## src/rtl/cadd_pipe_if.sv

```systemverilog
// Operand/result handshake bundle for cadd_pipe: operand beat in, result beat out, saturation counter.
interface cadd_pipe_if #(
  parameter int unsigned IN_W  = 8,
  parameter bit          SAT   = 1'b1,
  parameter int unsigned CNT_W = 16
);
  localparam int unsigned OUT_W = SAT ? IN_W : IN_W + 1;

  logic                    in_valid;
  logic                    in_ready;
  logic [1:0]              op;
  logic signed [IN_W-1:0]  ar;
  logic signed [IN_W-1:0]  ai;
  logic signed [IN_W-1:0]  br;
  logic signed [IN_W-1:0]  bi;
  logic                    out_valid;
  logic                    out_ready;
  logic signed [OUT_W-1:0] pr;
  logic signed [OUT_W-1:0] pi;
  logic                    sat;
  logic [CNT_W-1:0]        sat_cnt;
  logic                    cnt_clr;

  modport master (
    output in_valid, op, ar, ai, br, bi, out_ready, cnt_clr,
    input  in_ready, out_valid, pr, pi, sat, sat_cnt
  );

  modport slave (
    input  in_valid, op, ar, ai, br, bi, out_ready, cnt_clr,
    output in_ready, out_valid, pr, pi, sat, sat_cnt
  );
endinterface

```

## src/rtl/cadd_pipe.sv

```systemverilog
// Two-stage complex add/subtract (optionally multiply-by-j on b) with saturation and
// a saturating count of delivered clipped results. Valid/ready on both sides.
module cadd_pipe #(
  parameter int unsigned IN_W  = 8,
  parameter bit          SAT   = 1'b1,
  parameter int unsigned CNT_W = 16
) (
  input logic         clk,
  input logic         rst_n,
  cadd_pipe_if.slave  bus
);
  localparam int unsigned OUT_W = SAT ? IN_W : IN_W + 1;
  localparam int unsigned SUM_W = IN_W + 1;

  logic signed [SUM_W-1:0] w_ar, w_ai, w_br, w_bi;
  logic signed [SUM_W-1:0] w_sr, w_si;
  logic                    w_s2_load;
  logic                    w_in_ready;
  logic                    w_accept;
  logic                    w_deliver;
  logic signed [OUT_W-1:0] w_fr, w_fi;
  logic                    w_fsat;

  logic                    r_s1_v;
  logic signed [SUM_W-1:0] r_s1_r, r_s1_i;
  logic                    r_s2_v;
  logic signed [OUT_W-1:0] r_pr, r_pi;
  logic                    r_sat;
  logic [CNT_W-1:0]        r_cnt;

  assign w_ar = {bus.ar[IN_W-1], bus.ar};
  assign w_ai = {bus.ai[IN_W-1], bus.ai};
  assign w_br = {bus.br[IN_W-1], bus.br};
  assign w_bi = {bus.bi[IN_W-1], bus.bi};

  // op[1] rotates b by +j (10) or -j (11) before the add
  always_comb begin
    w_sr = '0;
    w_si = '0;
    unique case (bus.op)
      2'b00:   begin w_sr = w_ar + w_br; w_si = w_ai + w_bi; end
      2'b01:   begin w_sr = w_ar - w_br; w_si = w_ai - w_bi; end
      2'b10:   begin w_sr = w_ar - w_bi; w_si = w_ai + w_br; end
      default: begin w_sr = w_ar + w_bi; w_si = w_ai - w_br; end
    endcase
  end

  assign w_s2_load  = !r_s2_v || bus.out_ready;
  assign w_in_ready = !r_s1_v || w_s2_load;
  assign w_accept   = bus.in_valid && w_in_ready;
  assign w_deliver  = r_s2_v && bus.out_ready;

  generate
    if (SAT) begin : g_sat
      localparam logic signed [OUT_W-1:0] MAX_V = {1'b0, {(OUT_W-1){1'b1}}};
      localparam logic signed [OUT_W-1:0] MIN_V = {1'b1, {(OUT_W-1){1'b0}}};
      logic w_ovf_r, w_ovf_i;
      // The IN_W+1 sum overflows IN_W exactly when its top two bits disagree
      assign w_ovf_r = r_s1_r[SUM_W-1] ^ r_s1_r[SUM_W-2];
      assign w_ovf_i = r_s1_i[SUM_W-1] ^ r_s1_i[SUM_W-2];
      assign w_fr    = w_ovf_r ? (r_s1_r[SUM_W-1] ? MIN_V : MAX_V) : r_s1_r[OUT_W-1:0];
      assign w_fi    = w_ovf_i ? (r_s1_i[SUM_W-1] ? MIN_V : MAX_V) : r_s1_i[OUT_W-1:0];
      assign w_fsat  = w_ovf_r | w_ovf_i;
    end else begin : g_full
      assign w_fr   = r_s1_r;
      assign w_fi   = r_s1_i;
      assign w_fsat = 1'b0;
    end
  endgenerate

  // S1: raw sums, loaded whenever a beat is accepted
  always_ff @(posedge clk or negedge rst_n) begin
    if (!rst_n) begin
      r_s1_v <= 1'b0;
      r_s1_r <= '0;
      r_s1_i <= '0;
    end else if (w_in_ready) begin
      r_s1_v <= bus.in_valid;
      if (w_accept) begin
        r_s1_r <= w_sr;
        r_s1_i <= w_si;
      end
    end
  end

  // S2: final result; data only changes when S1 hands over a beat
  always_ff @(posedge clk or negedge rst_n) begin
    if (!rst_n) begin
      r_s2_v <= 1'b0;
      r_pr   <= '0;
      r_pi   <= '0;
      r_sat  <= 1'b0;
    end else if (w_s2_load) begin
      r_s2_v <= r_s1_v;
      if (r_s1_v) begin
        r_pr  <= w_fr;
        r_pi  <= w_fi;
        r_sat <= w_fsat;
      end
    end
  end

  always_ff @(posedge clk or negedge rst_n) begin
    if (!rst_n) begin
      r_cnt <= '0;
    end else if (bus.cnt_clr) begin
      r_cnt <= '0;
    end else if (w_deliver && r_sat && (r_cnt != '1)) begin
      r_cnt <= r_cnt + CNT_W'(1);
    end
  end

  assign bus.in_ready  = w_in_ready;
  assign bus.out_valid = r_s2_v;
  assign bus.pr        = r_pr;
  assign bus.pi        = r_pi;
  assign bus.sat       = r_sat;
  assign bus.sat_cnt   = r_cnt;
endmodule

```

## src/flat_wrapper.sv

```systemverilog
// flat-port wrapper written by rule: the top's interface ports become plain ports
module cadd_pipe_flat 
#(
  parameter int unsigned IN_W  = 8,
  parameter bit          SAT   = 1'b1,
  parameter int unsigned CNT_W = 16
)
  (clk, rst_n, bus_in_valid, bus_op, bus_ar, bus_ai, bus_br, bus_bi, bus_out_ready, bus_cnt_clr, bus_in_ready, bus_out_valid, bus_pr, bus_pi, bus_sat, bus_sat_cnt);
  cadd_pipe_if #(.IN_W(IN_W), .SAT(SAT), .CNT_W(CNT_W)) bus_i ();
  input logic clk;
  input logic rst_n;
  input wire logic [$bits(bus_i.in_valid)-1:0] bus_in_valid;
  input wire logic [$bits(bus_i.op)-1:0] bus_op;
  input wire logic [$bits(bus_i.ar)-1:0] bus_ar;
  input wire logic [$bits(bus_i.ai)-1:0] bus_ai;
  input wire logic [$bits(bus_i.br)-1:0] bus_br;
  input wire logic [$bits(bus_i.bi)-1:0] bus_bi;
  input wire logic [$bits(bus_i.out_ready)-1:0] bus_out_ready;
  input wire logic [$bits(bus_i.cnt_clr)-1:0] bus_cnt_clr;
  output wire logic [$bits(bus_i.in_ready)-1:0] bus_in_ready;
  output wire logic [$bits(bus_i.out_valid)-1:0] bus_out_valid;
  output wire logic [$bits(bus_i.pr)-1:0] bus_pr;
  output wire logic [$bits(bus_i.pi)-1:0] bus_pi;
  output wire logic [$bits(bus_i.sat)-1:0] bus_sat;
  output wire logic [$bits(bus_i.sat_cnt)-1:0] bus_sat_cnt;
  assign bus_i.in_valid = bus_in_valid;
  assign bus_i.op = bus_op;
  assign bus_i.ar = bus_ar;
  assign bus_i.ai = bus_ai;
  assign bus_i.br = bus_br;
  assign bus_i.bi = bus_bi;
  assign bus_i.out_ready = bus_out_ready;
  assign bus_i.cnt_clr = bus_cnt_clr;
  assign bus_in_ready = bus_i.in_ready;
  assign bus_out_valid = bus_i.out_valid;
  assign bus_pr = bus_i.pr;
  assign bus_pi = bus_i.pi;
  assign bus_sat = bus_i.sat;
  assign bus_sat_cnt = bus_i.sat_cnt;
  cadd_pipe #(.IN_W(IN_W), .SAT(SAT), .CNT_W(CNT_W)) u_core (.clk(clk), .rst_n(rst_n), .bus(bus_i));
endmodule
```

## config.mk

```make
export PLATFORM = sky130hd
export DESIGN_NAME = cadd_pipe_flat
export DESIGN_NICKNAME = d
export VERILOG_FILES = /design/src/rtl/cadd_pipe_if.sv /design/src/rtl/cadd_pipe.sv /design/src/flat_wrapper.sv
export SDC_FILE = /design/constraint.sdc
export NUM_CORES = 1
export LEC_CHECK = 0
export ABC_AREA = 0
export CAP_MARGIN = 20
export CORE_ASPECT_RATIO = 0.6
export CORE_UTILIZATION = 47
export DETAILED_ROUTE_END_ITERATION = 10
export PLACE_DENSITY = 0.79
export SETUP_SLACK_MARGIN = 0.1
export SLEW_MARGIN = 30
export SYNTH_ARGS = -nofsm -noshare
export SYNTH_HDL_FRONTEND = slang
export SYNTH_SLANG_ARGS = --single-unit
```

## constraint.sdc

```tcl
create_clock -name clk -period 1.6 [get_ports clk]
set_clock_uncertainty 0.2 [all_clocks]
set_input_delay 0.32 -clock clk [delete_from_list [all_inputs] [get_ports clk]]
set_output_delay 0.32 -clock clk [all_outputs]
set_load 0.02 [all_outputs]
```

==> flow_summary.json, run 1 <==
{
  "yosys_register_bits": 53,
  "avgSynthCellArea_um2": 8.52,
  "htree_num_levels": 2,
  "grt.total_usage_pct": 68.9,
  "status": "aborted with a tool error",
  "pin_count": 74,
  "stop_stage": "5_1_grt",
  "synth-main-ff-cell": "dfrtp_1",
  "ctsLongestPathBuffers": 2,
  "endpoint_type": "register input",
  "crit_endpoint": "u_core.r_s1_i[8]$_DFFE_PN0P_/D",
  "syn_area_um2": 3620,
  "row_count": 24,
  "stop_error": "[ERROR GRT-0232] Routing congestion too high. Check the congestion heatmap in the GUI.",
  "fp.dieW_um": 115,
  "async_flop_share_pct": 100,
  "synthesis.nets": 489,
  "yosys_warnings": 0,
  "die_h_um": 70.0,
  "place_ws_ns": -1.84,
  "gr-total-overflow": 1,
  "root_buffer": "clkbuf_16",
  "cts_sinks": 53,
  "start_util_pct": 49.2,
  "synth_seq_area_share_pct": 36.6,
  "syn_inst": 425,
  "synth_edf_count": 0,
  "place.gp.congestion": 0.897,
  "cts_buffers": 5,
  "dp_hpwl_um": 8010,
  "grt_max_degree": 54,
  "ys_types": 50,
  "io_buffers": 73
}
## through the flow
| stage | instances | instance area [um^2] |
|---|---|---|
| after global placement | 687 | 5440 |
| after CTS | 732 | 6440 |
| after floorplan | 425 | 3940 |
| after detailed placement | 687 | 5440 |
## synth_stat cells, types with 4 or more instances
| library cell | instances | area (um^2) |
|---|---|---|
| nor2_1 | 57 | 214 |
| dfrtp_1 | 53 | 1330 |
| a21oi_1 | 49 | 245 |
| nand2_1 | 42 | 158 |
| o21ai_0 | 26 | 130 |
| xor2_1 | 26 | 228 |
| ha_1 | 23 | 288 |
| inv_1 | 17 | 63.8 |
| clkbuf_1 | 13 | 48.8 |
| xnor2_1 | 13 | 114 |
| nor3_1 | 9 | 45.0 |
| mux2i_1 | 8 | 80.1 |
| nand3_1 | 8 | 40.0 |
| nor2b_1 | 7 | 43.8 |
| buf_1 | 5 | 18.8 |
| nand2b_1 | 5 | 31.3 |
| nand4_1 | 5 | 31.3 |
| o21a_1 | 5 | 37.5 |
| o31ai_1 | 5 | 37.5 |
| nand3b_1 | 4 | 30.0 |
## metal layers
layer  GRT usage (%)  GRT overflow
met1            75.0             0
met2            84.1             0
met3            50.3             0
met4            63.5             1
met5            10.7             0
## cells by family after synthesis
| family | count (synthesis) | share of synthesized area (%) |
|---|---|---|
| AOI/OAI and AO/OA | 106 | 17.2 |
| xor gates and xnor gates | 39 | 9.43 |
| adders and majority gates | 25 | 9.05 |
| buffers and inverters | 35 | 3.63 |
| DFF | 53 | 36.6 |
| muxes | 11 | 3.14 |
| and+or+nand+nor | 156 | 20.9 |
## what timing repair did
action                     4_1_cts
setup endpoints to repair       86
cloned                           5
hold buffers                     1
pin swaps                       78
resized for setup              301
setup buffers                   32
hold endpoints to repair        53
==> inputs of run 2 (changes only) <==
CORE_ASPECT_RATIO = unset   (was 0.6)
CORE_UTILIZATION = 40   (was 47)
PLACE_DENSITY = unset   (was 0.79)
PLACE_DENSITY_LB_ADDON = 0.15   (was unset)
SETUP_SLACK_MARGIN = unset   (was 0.1)
clock period = 2.1 ns   (was 1.6 ns; I/O delays follow)
==> flow_summary.json, run 2 <==
{
  "clock_latency_ns": 0.29,
  "ys_types": 50,
  "grt.total_usage_pct": 20.5,
  "dp_hpwl_um": 6880,
  "start_util_pct": 41.3,
  "core_area_um2": 8760,
  "setup_viol": 13,
  "layout_setup_ws_ns": -0.779,
  "gr-total-overflow": 0,
  "met1_usage_pct": 25.1,
  "nets": 653,
  "post-route-drc-count": 0,
  "met2_usage_pct": 35.8,
  "antenna_found_initial": 0,
  "hold_start": "u_core.r_s1_i[2]$_DFFE_PN0P_",
  "grt_max_degree": 54,
  "cap_viol_max_count": 0,
  "row_count": 34,
  "fin_crit_ns": 2.88,
  "fillers": 692,
  "power.density_nw_per_um2": 734,
  "synth_top_area_share_pct": 36.6,
  "period_share_pct": 137,
  "cts_buffers": 5,
  "hold_depth": 2,
  "wl_per_cell_um": 13.7,
  "r2r-start": "u_core.bus.sat_cnt[12]$_DFFE_PN0P_",
  "cts_sinks": 53,
  "grt_pass1_wl_um": 15900,
  "path_class": "primary input to register",
  "drtAntennaViolNets": 0,
  "final_common_cell": "buf_4",
  "hold_violations": 0,
  "antenna_cells": 0,
  "rr_endpoint": "u_core.bus.sat_cnt[0]$_DFFE_PN0P_",
  "synth_area_leaders": "dfrtp_1 37%, ha_1 7.9%, a21oi_1 6.8%",
  "yosysMostFrequentCell": "nor2_1",
  "totalPowerFinal_mw": 4.33,
  "startpoint_type": "primary input",
  "relSlewSlack_pct": 72.3,
  "fmaxAchievable_mhz": 347,
  "pin_count": 74,
  "drive_above_1_share_pct": 33.1,
  "layout_common_cells": "78 x buf_4, 57 x clkdlybuf4s50_1, 53 x dfrtp_1",
  "synth-main-ff-cell": "dfrtp_1",
  "async_flop_share_pct": 100,
  "grt_pass1_vias": 3545,
  "syn_to_final_growth_pct": 63.0,
  "vdd_ir_drop_max_mv": 0.376,
  "firstDrtPassIters": 4,
  "largest_reg_flops": 16,
  "yosys_register_bits": 53,
  "finalMaxSlewViolations": 0,
  "multi_input_area_um2": 2610,
  "synthesis.nets": 489,
  "hold_path_class": "register to register",
  "die_area_um2": 9440,
  "cts_tree": "yes",
  "critPathMaxFanout": 2,
  "io_buffers": 73,
  "drt-total-wl_um": 9580,
  "fp.dieW_um": 97.1,
  "avgSynthCellArea_um2": 8.52,
  "dr_total_vias": 3563,
  "violations": "negative setup slack",
  "root_buffer": "clkbuf_8",
  "place_ws_ns": -1.45,
  "die_h_um": 97.1,
  "vias_per_cell": 5.10,
  "netlist_top_cells_count": "57 x nor2_1, 53 x dfrtp_1, 49 x a21oi_1",
  "htree_num_levels": 2,
  "required_ns": 2.09,
  "status": "finished, violations left",
  "reg2reg_slack_ns": 0.16,
  "ctsLongestPathBuffers": 2,
  "grt_busiest_layer": "met2",
  "yosys_warnings": 0,
  "grt_util_met3_pct": 2.95,
  "clk_pin_slew_ns": 0.09,
  "place.gp.congestion": 0.829,
  "syn_area_um2": 3620,
  "worst_pin_slew_ns": 0.414,
  "hold_end": "u_core.r_s1_i[2]$_DFFE_PN0P_",
  "synth_edf_count": 0,
  "crit_path_end_kind": "register",
  "ff_latch_area_um2": 1330,
  "syn_inst": 425,
  "yosys.area.top_type": "dfrtp_1",
  "critPathArrivalTime_ns": 2.86,
  "leakagePower_nw": 2.65,
  "r2r_cells": 6,
  "rsz0062_at_grt": "yes",
  "drt_iter0_drc": 103,
  "synth_seq_area_share_pct": 36.6
}
run 2: worst max path at each step:
stage,slack [ns],start,to
2_1_floorplan,-0.75,bus_br[2],u_core.r_s1_r[7]$_DFFE_PN0P_
3_3_place_gp,-1.35,bus_br[1],u_core.r_s1_i[8]$_DFFE_PN0P_
3_5_place_dp,-1.45,bus_br[1],u_core.r_s1_i[8]$_DFFE_PN0P_
4_1_cts,-0.74,bus_br[0],u_core.r_s1_i[8]$_DFFE_PN0P_
5_1_grt,-0.85,bus_br[0],u_core.r_s1_i[8]$_DFFE_PN0P_
6_report,-0.78,bus_br[0],u_core.r_s1_i[8]$_DFFE_PN0P_
run 2: per-layer routing:
metal / share of wire [%] / up-vias
li1: - / 1797
met1: 44 / 1673
met2: 51 / 79
met3: 3.0 / 14
met4: 2.3 / 0
met5: 0 / -
run 2: kinds of logic (layout without fill, tap and decap cells):
kind of cell,Yosys count,in the layout,share of synthesized area (%)
AO/OA/AOI/OAI,106,106,17.2
adder cells (fa/ha/maj),25,25,9.05
XOR/XNOR,39,39,9.43
flip-flops,53,53,36.6
AND/OR/NAND/NOR,156,156,20.9
buffers and inverters,35,200,3.63
multiplexers,11,11,3.14
run 2: critical path: stages:
cell     delay, ns
buf_6         0.09
buf_6         0.11
inv_4         0.05
ha_4          0.13
nor3b_4       0.18
and2b_2       0.26
xnor2_2       0.14
mux2i_2       0.22
ha_1          0.31
a21oi_2       0.22
nor2b_4       0.06
a31o_4        0.22
o41ai_4       0.21
xnor2_1       0.16
o21ai_1       0.07
run 2: timing repair:
action,CTS,global route
hold buffers,1,0
endpoints found under the hold margin,53,0
pin swaps,45,38
cloned,0,0
endpoints found under the setup margin,18,18
resized for setup,101,39
setup buffers,26,9
run 2: stage by stage:
stage               cells  utilization, %  area [um^2]  setup TNS (ns)  hold WS [ns]
floorplan             425               -         3830           -5.02       -0.0756
global placement      658            58.5         5120          -18.11         0.238
finish                698            67.4         5900           -6.01         0.293
detailed placement    658            58.5         5120          -18.92         0.236
CTS                   690            64.7         5670           -6.00         0.292
global route          698            67.4         5900           -7.01         0.305
run 2: final cells by class:
cell class                      count  share of cell area, %
Inverter                           17                   1.67
Multi-Input combinational cell    337                   44.2
Tap cell                          108                   2.29
Clock inverter                      1                  0.509
Timing Repair Buffer              175                   27.4
Sequential cell                    53                   22.5
Clock buffer                        7                   1.46
run 2: power breakdown:
| part | switching [mW] | internal, mW |
|---|---|---|
| sequential | 0.167 | 1.29 |
| clock | 0.314 | 0.389 |
| combinational | 1.08 | 1.10 |
| total | 1.56 | 2.77 |
No activity file was read; power rests on OpenSTA's default activity.
==> inputs of run 3 (changes only) <==
CTS_CLUSTER_SIZE = 14   (was unset)
==> results of run 3 <==
Final layout, timing and power as in run 2 (identical DEF).
==> inputs of run 4 (changes only) <==
ABC_AREA = 1   (was 0)
==> flow_summary.json, run 4 <==
{
  "status": "finished, violations left",
  "violations": "negative setup slack",
  "yosys_register_bits": 53,
  "place_area_um2": 5580,
  "syn_area_um2": 3910,
  "netlist_top_cells_count": "142 x nand2_1, 59 x inv_1, 53 x dfrtp_1",
  "r2r-start": "u_core.bus.sat_cnt[1]$_DFFE_PN0P_",
  "hold_violations": 0,
  "relSlewSlack_pct": 70.1,
  "finalMaxSlewViolations": 0,
  "vias_per_cell": 5.20,
  "synth_edf_count": 0,
  "setup_viol": 12,
  "drive_above_1_share_pct": 34.0,
  "leakagePower_nw": 2.90,
  "startpoint_type": "primary input",
  "die_h_um": 101,
  "dp.cells": 822,
  "rr_endpoint": "u_core.bus.sat_cnt[11]$_DFFE_PN0P_",
  "cts_tree": "yes",
  "synthesis.nets": 614,
  "r2r_cells": 8,
  "rsz0062_at_grt": "yes",
  "antenna_found_initial": 0,
  "totalPowerFinal_mw": 4.23,
  "core_area_um2": 9370,
  "layout_common_cells": "120 x nand2_1, 94 x buf_4, 55 x clkdlybuf4s50_1",
  "pin_count": 74,
  "drt-total-wl_um": 12300,
  "ys_types": 40,
  "syn_to_final_growth_pct": 62.1,
  "period_share_pct": 118,
  "ctsLongestPathBuffers": 2,
  "place_ws_ns": -1.23,
  "critPathArrivalTime_ns": 2.48,
  "largest_reg_flops": 16,
  "post-route-drc-count": 0,
  "fin_cells": 861,
  "worst_pin_slew_ns": 0.447,
  "grt_max_degree": 54,
  "hold_start": "u_core.r_s1_i[0]$_DFFE_PN0P_",
  "firstDrtPassIters": 5,
  "yosys_warnings": 0,
  "grt.total_usage_pct": 24.6,
  "hold_end": "u_core.r_s1_i[0]$_DFFE_PN0P_",
  "whs_ns": 0.290,
  "wl_per_cell_um": 14.2,
  "fp.dieW_um": 101,
  "path_class": "primary input to register",
  "gr-total-overflow": 0,
  "dr_total_vias": 4473,
  "htree_num_levels": 2,
  "layout_setup_ws_ns": -0.386,
  "start_util_pct": 41.8,
  "cap_viol_max_count": 0,
  "power.density_nw_per_um2": 666,
  "synth-main-ff-cell": "dfrtp_1",
  "required_ns": 2.10,
  "vdd_ir_drop_max_mv": 0.447,
  "final_common_cell": "nand2_1",
  "syn_inst": 550,
  "drt_iter0_drc": 264,
  "place.gp.congestion": 1.01,
  "root_buffer": "clkbuf_8",
  "cts_buffers": 5,
  "grt_pass1_vias": 4301,
  "nets": 795,
  "critPathMaxFanout": 4,
  "fin_area_um2": 6340,
  "dp_hpwl_um": 8870,
  "synth_seq_area_share_pct": 33.9,
  "clk_pin_slew_ns": 0.10,
  "hold_path_class": "register to register",
  "finalSetupTns_ns": -3.51,
  "yosysMostFrequentCell": "nand2_1",
  "io_buffers": 73,
  "async_flop_share_pct": 100,
  "reg2reg_slack_ns": 0.17,
  "drtAntennaViolNets": 0,
  "cts_sinks": 53,
  "grt_pass1_wl_um": 20000,
  "clock_latency_ns": 0.31,
  "fin_crit_ns": 2.49,
  "die_area_um2": 10200,
  "row_count": 35,
  "hold_depth": 2,
  "antenna_cells": 0,
  "yosys.area.top_type": "dfrtp_1",
  "synth_top_area_share_pct": 33.9,
  "synth_area_leaders": "dfrtp_1 34%, nand2_1 14%, ha_1 7.4%",
  "fmaxAchievable_mhz": 402,
  "avgSynthCellArea_um2": 7.12,
  "utilization_pct": 67.7,
  "crit_path_end_kind": "register"
}
run 4: timing repair:
action                     CTS  global route
hold endpoints to repair    53             0
cloned                       1             0
resized for setup          120            59
buffers inserted            26            11
setup endpoints to repair   17            14
hold buffers                 1             0
pin swaps                   64            66
run 4: metal layers:
layer / track usage, % / part of all wire [%] / up-vias
met1: 31.8 / 44 / 2087
met3: 2.57 / 4.6 / 40
met4: 10.7 / 3.9 / 0
met5: 0 / 0 / -
li1: - / - / 2181
met2: 41.6 / 48 / 165
run 4: worst max path at each step:
stage / from / end / slack, ns / depth (start not counted)
after floorplan: bus_bi[1] / u_core.r_s1_i[7]$_DFFE_PN0P_ / -0.27 / 15
after global placement: bus_bi[0] / u_core.r_s1_i[7]$_DFFE_PN0P_ / -1.18 / 17
after detailed placement: bus_bi[0] / u_core.r_s1_i[7]$_DFFE_PN0P_ / -1.23 / 17
after CTS: bus_bi[1] / u_core.r_s1_i[7]$_DFFE_PN0P_ / -0.37 / 17
after global routing: bus_bi[3] / u_core.r_s1_i[7]$_DFFE_PN0P_ / -0.50 / 14
final: bus_bi[0] / u_core.r_s1_i[7]$_DFFE_PN0P_ / -0.39 / 17
run 4: cell type report:
class / instances / area (um^2)
fill: 779 / 3030
multi-input combinational: 419 / 2770
timing repair buffer: 189 / 1730
sequential: 53 / 1330
inverter: 63 / 269
tap: 129 / 161
clock buffer: 5 / 68.8
clock inverter: 3 / 25.0
run 4: worst max-delay path: stages:
cell and delay, ns:
buf_8 0.10, buf_6 0.11, nor3_4 0.18, buf_6 0.14, nand3_1 0.06, nand2_1 0.06
nand2_1 0.07, o221ai_1 0.18, nand2_1 0.16, inv_1 0.12, ha_4 0.22, inv_1 0.11
nor3_2 0.06, nand2_1 0.08, o211ai_1 0.11, xnor2_1 0.21, o21ai_1 0.08
run 4: power by group:
part           internal (mW)  switching [mW]
sequential              1.28           0.160
clock                  0.241           0.357
combinational           1.07            1.13
total                   2.59            1.64
run 4: kinds of logic after synthesis:
family | Yosys count | share of synthesized area, %
AND/OR/NAND/NOR | 262 | 29.5
flip-flops | 53 | 33.9
adder cells (fa/ha/maj) | 25 | 8.38
buffers and inverters | 78 | 8.15
AO/OA/AOI/OAI | 115 | 16.3
XOR/XNOR | 17 | 3.80
